`config.mk`:
```
export PLATFORM = sky130hd
export DESIGN_NAME = pong_game_ctrl
export DESIGN_NICKNAME = d
export VERILOG_FILES = /design/src/rtl/pong_game_ctrl.sv
export SDC_FILE = /design/constraint.sdc
export NUM_CORES = 1
export LEC_CHECK = 0
export ABC_AREA = 0
export BUFFER_PORTS_ARGS = -buffer_cell sky130_fd_sc_hd__buf_4
export CORE_AREA = 2 2 106 108
export CTS_CLUSTER_SIZE = 14
export DETAILED_ROUTE_END_ITERATION = 8
export DIE_AREA = 0 0 108 110
export MAX_ROUTING_LAYER = met4
export PLACE_DENSITY = 0.87
export SLEW_MARGIN = 20
export SYNTH_ARGS = -nofsm -noshare
export SYNTH_HDL_FRONTEND = slang
export SYNTH_SLANG_ARGS = --single-unit
```
`constraint.sdc`:
```
create_clock -name clk -period 3.83 [get_ports clk]
set_input_delay 0.383 -clock clk [delete_from_list [all_inputs] [get_ports clk]]
set_output_delay 0.383 -clock clk [all_outputs]
set_load 0.1 [all_outputs]
```
`src/rtl/pong_game_ctrl.sv`:
```
// pong_game_ctrl: per-frame pong sequencer (PAD, BALL, COLL, SCORE); define PONG_AI_RIGHT_EN for an AI right paddle
module pong_game_ctrl #(
  parameter int H_RES        = 640,
  parameter int V_RES        = 480,
  parameter int PADDLE_H     = 64,
  parameter int PADDLE_W     = 8,
  parameter int PADDLE_LX    = 16,
  parameter int BALL_SIZE    = 8,
  parameter int BALL_SPEED   = 2,
  parameter int PADDLE_SPEED = 4,
  parameter int SERVE_FRAMES = 60,
  parameter int WIN_SCORE    = 9
) (
  input  logic       clk,
  input  logic       rst_n,
  input  logic       frame_tick,
  input  logic       btn_l_up,
  input  logic       btn_l_dn,
  input  logic       btn_r_up,
  input  logic       btn_r_dn,
  input  logic       btn_start,
  output logic [9:0] ball_x,
  output logic [9:0] ball_y,
  output logic [9:0] pad_l_y,
  output logic [9:0] pad_r_y,
  output logic [3:0] score_l,
  output logic [3:0] score_r,
  output logic       serving,
  output logic       game_over,
  output logic       busy,
  output logic       update_done
);
  localparam int PAD_RX = H_RES - PADDLE_LX - PADDLE_W;
  localparam int PAD_MAX = V_RES - PADDLE_H;
  localparam int BALL_XMAX = H_RES - BALL_SIZE;
  localparam int BALL_YMAX = V_RES - BALL_SIZE;
  localparam logic signed [10:0] BX0 = 11'((H_RES - BALL_SIZE) / 2);
  localparam logic signed [10:0] BY0 = 11'((V_RES - BALL_SIZE) / 2);
  localparam logic [9:0] PAD0 = 10'((V_RES - PADDLE_H) / 2);
  localparam logic [15:0] SERVE_LOAD = 16'(SERVE_FRAMES);
  typedef enum logic [1:0] {SERVE, PLAY, GAMEOVER} mode_t;
  typedef enum logic [2:0] {IDLE, PAD, BALL, COLL, SCORE} phase_t;
  mode_t mode;
  phase_t phase;
  logic signed [10:0] bx, by;
  logic dir_x, dir_y;
  logic [15:0] serve_cnt;
  logic r_up, r_dn;
  logic hit_l, hit_r;
  int bxi, byi, pli, pri;
  function automatic logic [9:0] pad_step(input logic [9:0] y, input logic up, input logic dn);
    int t;
    t = int'(y) + ((dn && !up) ? PADDLE_SPEED : 0) - ((up && !dn) ? PADDLE_SPEED : 0);
    return 10'(t < 0 ? 0 : (t > PAD_MAX ? PAD_MAX : t));
  endfunction
`ifdef PONG_AI_RIGHT_EN
  int ai_diff;
  logic unused_btn_r;
  assign unused_btn_r = btn_r_up ^ btn_r_dn;
  // right paddle chases the ball centre, holding once within one step of it
  always_comb begin
    ai_diff = (byi + BALL_SIZE / 2) - (pri + PADDLE_H / 2);
    r_up = ai_diff < -PADDLE_SPEED;
    r_dn = ai_diff > PADDLE_SPEED;
  end
`else
  assign r_up = btn_r_up;
  assign r_dn = btn_r_dn;
`endif
  // paddle overlap tests use the positions left by the BALL phase
  always_comb begin
    bxi = int'(bx);
    byi = int'(by);
    pli = int'(pad_l_y);
    pri = int'(pad_r_y);
    hit_l = !dir_x && bxi < PADDLE_LX + PADDLE_W && bxi + BALL_SIZE > PADDLE_LX &&
            byi + BALL_SIZE > pli && byi < pli + PADDLE_H;
    hit_r = dir_x && bxi + BALL_SIZE > PAD_RX && bxi < PAD_RX + PADDLE_W &&
            byi + BALL_SIZE > pri && byi < pri + PADDLE_H;
  end
  assign ball_x = bx[9:0];
  assign ball_y = by[9:0];
  assign serving = mode == SERVE;
  assign game_over = mode == GAMEOVER;
  assign busy = phase != IDLE;
  assign update_done = phase == SCORE;
  // frame sequencer and game state; dir_x/dir_y high mean right/down
  always_ff @(posedge clk or negedge rst_n) begin
    if (!rst_n) begin
      phase <= IDLE;
      mode <= SERVE;
      bx <= BX0;
      by <= BY0;
      pad_l_y <= PAD0;
      pad_r_y <= PAD0;
      score_l <= '0;
      score_r <= '0;
      dir_x <= 1'b1;
      dir_y <= 1'b1;
      serve_cnt <= SERVE_LOAD;
    end else begin
      case (phase)
        IDLE: begin
          if (mode == GAMEOVER) begin
            if (btn_start) begin
              mode <= SERVE;
              bx <= BX0;
              by <= BY0;
              pad_l_y <= PAD0;
              pad_r_y <= PAD0;
              score_l <= '0;
              score_r <= '0;
              dir_x <= 1'b1;
              dir_y <= 1'b1;
              serve_cnt <= SERVE_LOAD;
            end
          end else if (frame_tick) phase <= PAD;
        end
        PAD: begin
          pad_l_y <= pad_step(pad_l_y, btn_l_up, btn_l_dn);
          pad_r_y <= pad_step(pad_r_y, r_up, r_dn);
          phase <= BALL;
        end
        BALL: begin
          if (mode == PLAY) begin
            bx <= 11'(bxi + (dir_x ? BALL_SPEED : -BALL_SPEED));
            by <= 11'(byi + (dir_y ? BALL_SPEED : -BALL_SPEED));
          end
          phase <= COLL;
        end
        COLL: begin
          if (mode == PLAY) begin
            if (byi <= 0) begin
              by <= '0;
              dir_y <= 1'b1;
            end else if (byi >= BALL_YMAX) begin
              by <= 11'(BALL_YMAX);
              dir_y <= 1'b0;
            end
            if (hit_l) begin
              bx <= 11'(PADDLE_LX + PADDLE_W);
              dir_x <= 1'b1;
            end else if (hit_r) begin
              bx <= 11'(PAD_RX - BALL_SIZE);
              dir_x <= 1'b0;
            end
          end
          phase <= SCORE;
        end
        SCORE: begin
          phase <= IDLE;
          if (mode == PLAY && (bxi <= 0 || bxi >= BALL_XMAX)) begin
            bx <= BX0;
            by <= BY0;
            dir_x <= bxi > 0;
            serve_cnt <= SERVE_LOAD;
            if (bxi <= 0) score_r <= score_r + 4'd1;
            else score_l <= score_l + 4'd1;
            mode <= (((bxi <= 0) ? score_r : score_l) == 4'(WIN_SCORE - 1)) ? GAMEOVER : SERVE;
          end else if (mode == SERVE) begin
            serve_cnt <= serve_cnt - 16'd1;
            if (serve_cnt <= 16'd1) mode <= PLAY;
          end
        end
        default: phase <= IDLE;
      endcase
    end
  end
endmodule
```
==> Word level (Yosys, flattened, before mapping) <==
Cells that the tools add are included.
{ "op_classes": {"reduce_logical": 37, "muxes": 65, "addsub": 13, "eq_ne": 20, "magnitude_cmp": 18} }
{ "op_table": {"columns": ["operator", "count"], "rows": [
  ["$mux W11", 16],
  ["$pmux W11 S4", 2],
  ["$mux W16", 4],
  ["$mux W10", 6],
  ["$pmux W10 S2", 2],
  ["$pmux W16 S2", 1],
  ["$mux W4", 7],
  ["$add A11 B5 Y12 const B", 2],
  ["$gt A12 B10 Y1 const B", 2],
  ["$gt A12 B11 Y1", 2],
  ["$lt A11 B12 Y1", 2],
  ["$lt A12 B1 Y1 const B", 2],
  ["$sub A11 B3 Y12", 2],
  ["$add A10 B3 Y11", 2],
  ["$add A10 B7 Y11 const B", 2],
  ["$add A11 B11 Y11", 2],
  ["$le A11 B1 Y1 const B", 2],
  ["$reduce_and A5 Y1", 4],
  ["$mux W3", 6],
  ["$le A16 B1 Y1 const B", 1],
  ["$pmux W4 S2", 2],
  ["$sub A16 B1 Y16 const B", 1],
  ["$ne A2 B2 Y1 const B", 7],
  ["$reduce_and A7 Y1", 2],
  ["36 further kinds", 72]
]} }
{ "word_totals": {"ff_bits": 73} }

==> Depth between registers and ports, before layout <==
{ "logic_depth": {"word_depth": 10, "ltp_mapped": 13} }

==> Worst setup path after synthesis <==
Ideal clock, no wire load.
{ "synth_path": {"path_kind": "register to register", "start": "reg pad_l_y[2]", "end": "reg pad_l_y[2]", "period_less_slack_ns": 3.727, "stages_incl_launch_ff": 14, "required_ns": 3.699, "setup_slack_ns": 0.103, "t_arrival_ns": 3.595, "path_cell_list": "dfrtp_1 -> inv_1 -> fa_1 -> inv_1 -> ha_1 -> ha_1 -> o21ai_0 -> a21boi_0 -> o21a_1 -> or2_2 -> nand2_1 -> or4bb_1 -> o2111ai_1 -> o21ai_0"} }
{ "synth_via": {"elab_chain_len": 6, "word_cells_on_any_way": 7, "classes_between": "add/sub: 2; order compare: 2; mux: 3"} }
{ "synth_lines": {"columns": ["element", "line_no", "source"], "rows": [
  ["from (decl)", "24", "output logic [9:0] pad_l_y,"],
  ["from (signal assigned)", "120", "pad_l_y <= pad_step(pad_l_y, btn_l_up, btn_l_dn);"],
  ["$add A10 B3 Y11 (*)", "53", "t = int'(y) + ((dn && !up) ? PADDLE_SPEED : 0) - ((up && !dn) ? PADDLE_SPEED : 0);"],
  ["$sub A11 B3 Y12 (*)", "53", null],
  ["$gt A12 B10 Y1", "54", "return 10'(t < 0 ? 0 : (t > PAD_MAX ? PAD_MAX : t));"],
  ["$mux W10", "54", null],
  ["$mux W10 (*)", "54", null],
  ["$pmux W10 S2 (*)", "102", "case (phase)"]
]} }
Mark *: on every way between the ends. The rest lies on a longest branch, timed or not.
A chain may end at the register's enable or synchronous reset.

==> Final worst setup path <==
{ "layout_path": {"start": "reg by[3]", "end": "reg bx[7]"} }
{ "layout_via": {"elab_chain_len": 7, "word_cells_on_any_way": 14, "classes_between": "add/sub: 1; order compare: 4; eq/ne: 1; mux: 3; reduce/logical: 5"} }
{ "layout_lines": {"columns": ["element", "line_no", "source"], "rows": [
  ["from (decl)", "45", "logic signed [10:0] bx, by;"],
  ["from (signal assigned)", "127", "by <= 11'(byi + (dir_y ? BALL_SPEED : -BALL_SPEED));"],
  ["from (signal assigned)", "137", "by <= 11'(BALL_YMAX);"],
  ["$add A11 B5 Y12", "77, 79", null],
  ["$gt A12 B11 Y1", "77", "byi + BALL_SIZE > pli && byi < pli + PADDLE_H;"],
  ["$logic_and A1 B1 Y1", "76", "hit_l = !dir_x && bxi < PADDLE_LX + PADDLE_W && bxi + BALL_SIZE > PADDLE_LX &&"],
  ["$logic_and A1 B1 Y1", "77", null],
  ["$mux W11", "140", "if (hit_l) begin"],
  ["$mux W11", "132", "if (mode == PLAY) begin"],
  ["$pmux W11 S4", "102", null],
  ["to (signal assigned)", "126", "bx <= 11'(bxi + (dir_x ? BALL_SPEED : -BALL_SPEED));"],
  ["to (signal assigned)", "141", "bx <= 11'(PADDLE_LX + PADDLE_W);"],
  ["to (signal assigned)", "144", "bx <= 11'(PAD_RX - BALL_SIZE);"],
  ["to (decl)", "45", null]
]} }
Several ways; a longest one is shown, not always the timed one. The select of a mux whose other input is x is not followed.

==> run metrics <==
Die H=110 um; Rows=38; synthesized area per cell=8.58 um2; Final Net Count=862; design area=6870 um2; Pwr Density=644 nW/um2; HP Class=in -> async; initial DRC count=406; Port Buffers=53; Setup crit start kind=flop; Hold WS=137 ps; Synth Register Bits=67; Die ar.=11900 um2; final worst slack=453 ps; final antenna-violating net count=0; Syn Std Cell Area=6360 um2; # setup viols final=0; TritonCTS Buffers=9; CTS tree=built; Slew Viols, Final=0; vias in the first global route=5539; via count=5674; Leak=0.00309 uW; hold_buf cts=0; Vias/cell=6.20; CP max-delay cell=dfstp_2; commonest non-fill, non-tap cells in the layout=ha_1 (78), nand2_1 (66), nor2_1 (60); max incr delay on CP=640 ps; Worst-Skew Late Latency=360 ps; Root Driver=clkbuf_8; Main synth FF type=dfrtp_1; Worst slew margin=29.0%; Hold Violations, Final=0; Inserted Diodes=0; wire per inst=17.3 um; Core ar.=10700 um2; Arr. time, crit path=3630 ps; CTS Sinks=67; number of synthesized flops with an enable pin=0; total track usage=28.8%; DP Wirelength=12.0 mm; postcts setup bufs=0; Gates resized, CTS repair=0; Mapped Cells=741; Yosys warning total=0; placed inst area=6690 um2; status=finished, final reports clean; WP data required=4080 ps; period utilization=88.2%; total gr overflow=0; Bufs on Longest Clock Path=2; GP Congestion=0.935; area delta synth->final=8.07%; synth unique cells=86; clock slew at reported path FFs=80 ps; most common cell after layout, fill and taps aside=ha_1; initial antenna violation count=0; H-tree depth=3; total wire length=15.8 mm; Max Fclk=296 MHz; worst clock skew=6.95 ps; Final Critical Period=3380 ps; Worst path most repeated cell=ha_1; Crit Path Class=reg -> reg; slew at the pin closest to its max-slew limit=1060 ps; register area share after synthesis=26.8%; Initial Util=59.4%; num ports=60; Setup TNS=0 ps; crit-path max FO=9; CP cell instances=ha_1 > nand3_1 > xnor2_1 > ha_1 > o21a_1 > o31ai_1 > a221oi_1 > o211ai_1 > and2_0 > a21oi_4 > mux2_4; chip width=108 um; first-pass GRT wire length=26.5 mm; share of cells above drive strength 1=15.4%; MaxCap Viol Count=0; FFs w/ async S/R, synth=100%; drc violations=0; RSZ-0062 raised after global routing=no; pre-CTS setup slack=424 ps; largest net degree at the start of global routing=68; Max VDD drop=0.539 mV; Worst Setup End Kind=flop; iteration count of the initial detailed-routing pass=7
[power breakdown]
| part | total [uW] | internal [uW] | leakage (uW) | switching, uW |
|---|---|---|---|---|
| Clock | 585 | 299 | 0.0000893 | 286 |
| Combinational | 2770 | 958 | 0.00220 | 1810 |
| Sequential | 1070 | 860 | 0.000798 | 212 |
[routing by layer]
metal	wire, um	up-vias	share of wire [%]	track usage, %
li1	-	2688	-	-
met1	6920	2705	44	36.8
met2	7410	221	47	45.9
met3	952	60	6.0	5.06
met4	535	0	3.4	10.9
met5	0	-	0	-
[worst paths after layout]
check / depth (start not counted) / from / end / slack, ps
min: 1 / rst_n / serve_cnt[1] / 140
min in group clk: 4 / frame_tick / phase[0] / 420
max in group asynchronous: 1 / rst_n / pad_l_y[3] / 3150
max: 11 / by[3] / bx[7] / 450
min reg2reg: 1 / serve_cnt[12] / serve_cnt[12] / 510
max reg2reg: 11 / by[3] / bx[7] / 450
[synth_stat cells, types with 11 or more instances]
cell type,count,area (um2)
o21a_1,12,90.1
a21oi_1,49,245
nor3_1,22,110
o21ai_0,55,275
xor2_1,18,158
or3_1,12,75.1
nand2_1,66,248
xnor2_1,29,254
nor2b_1,12,75.1
buf_4,25,188
dfrtp_1,45,1130
inv_1,51,191
nand3_1,11,55.1
ha_1,78,976
dfstp_2,22,578
nand2b_1,11,68.8
nor2_1,60,225
[worst max-delay path: cells and delay by family, from the launching register on]
| family | cells | cell delay (ps) |
|---|---|---|
| and+or+nand+nor | 2 | 420 |
| adders and majority gates | 2 | 600 |
| xor gates and xnor gates | 1 | 180 |
| DFF | 1 | 640 |
| muxes | 1 | 330 |
| AOI/OAI and AO/OA | 5 | 1090 |
[flip-flops by register name, summed over array words and instances (netlist names)]
signal     count
score_r        4
dir_x          1
pad_r_y        8
dir_y          1
by            10
phase          3
mode           2
score_l        4
bx            10
serve_cnt     16
pad_l_y        8
[area by class of cell]
class                      instances  area, um2
clock inverter                     5       55.1
inverter                          51        191
fill                             899       3830
tap                              140        175
sequential                        67       1700
clock buffer                      11        131
multi-input combinational        586       4200
timing repair buffer              55        413
[logic make-up after synthesis]
group | synth area share, %
AOI/OAI and AO/OA | 21.4
buffers and inverters | 7.42
muxes | 1.50
and+or+nand+nor | 19.1
DFF | 26.8
other | 0.0590
adders and majority gates | 17.2
xor gates and xnor gates | 6.47
[per-stage QoR]
| step | cells | power, uW | util, % |
|---|---|---|---|
| after CTS | 915 | 4400 | 64.2 |
| final | 915 | 4420 | 64.2 |
| after detailed placement | 899 | 3800 | 62.5 |
| after global placement | 899 | 3680 | 62.5 |
| after floorplan | 746 | 3210 | - |
| after global routing | 915 | 4730 | 64.2 |
(Power assumes the default switching activity.)
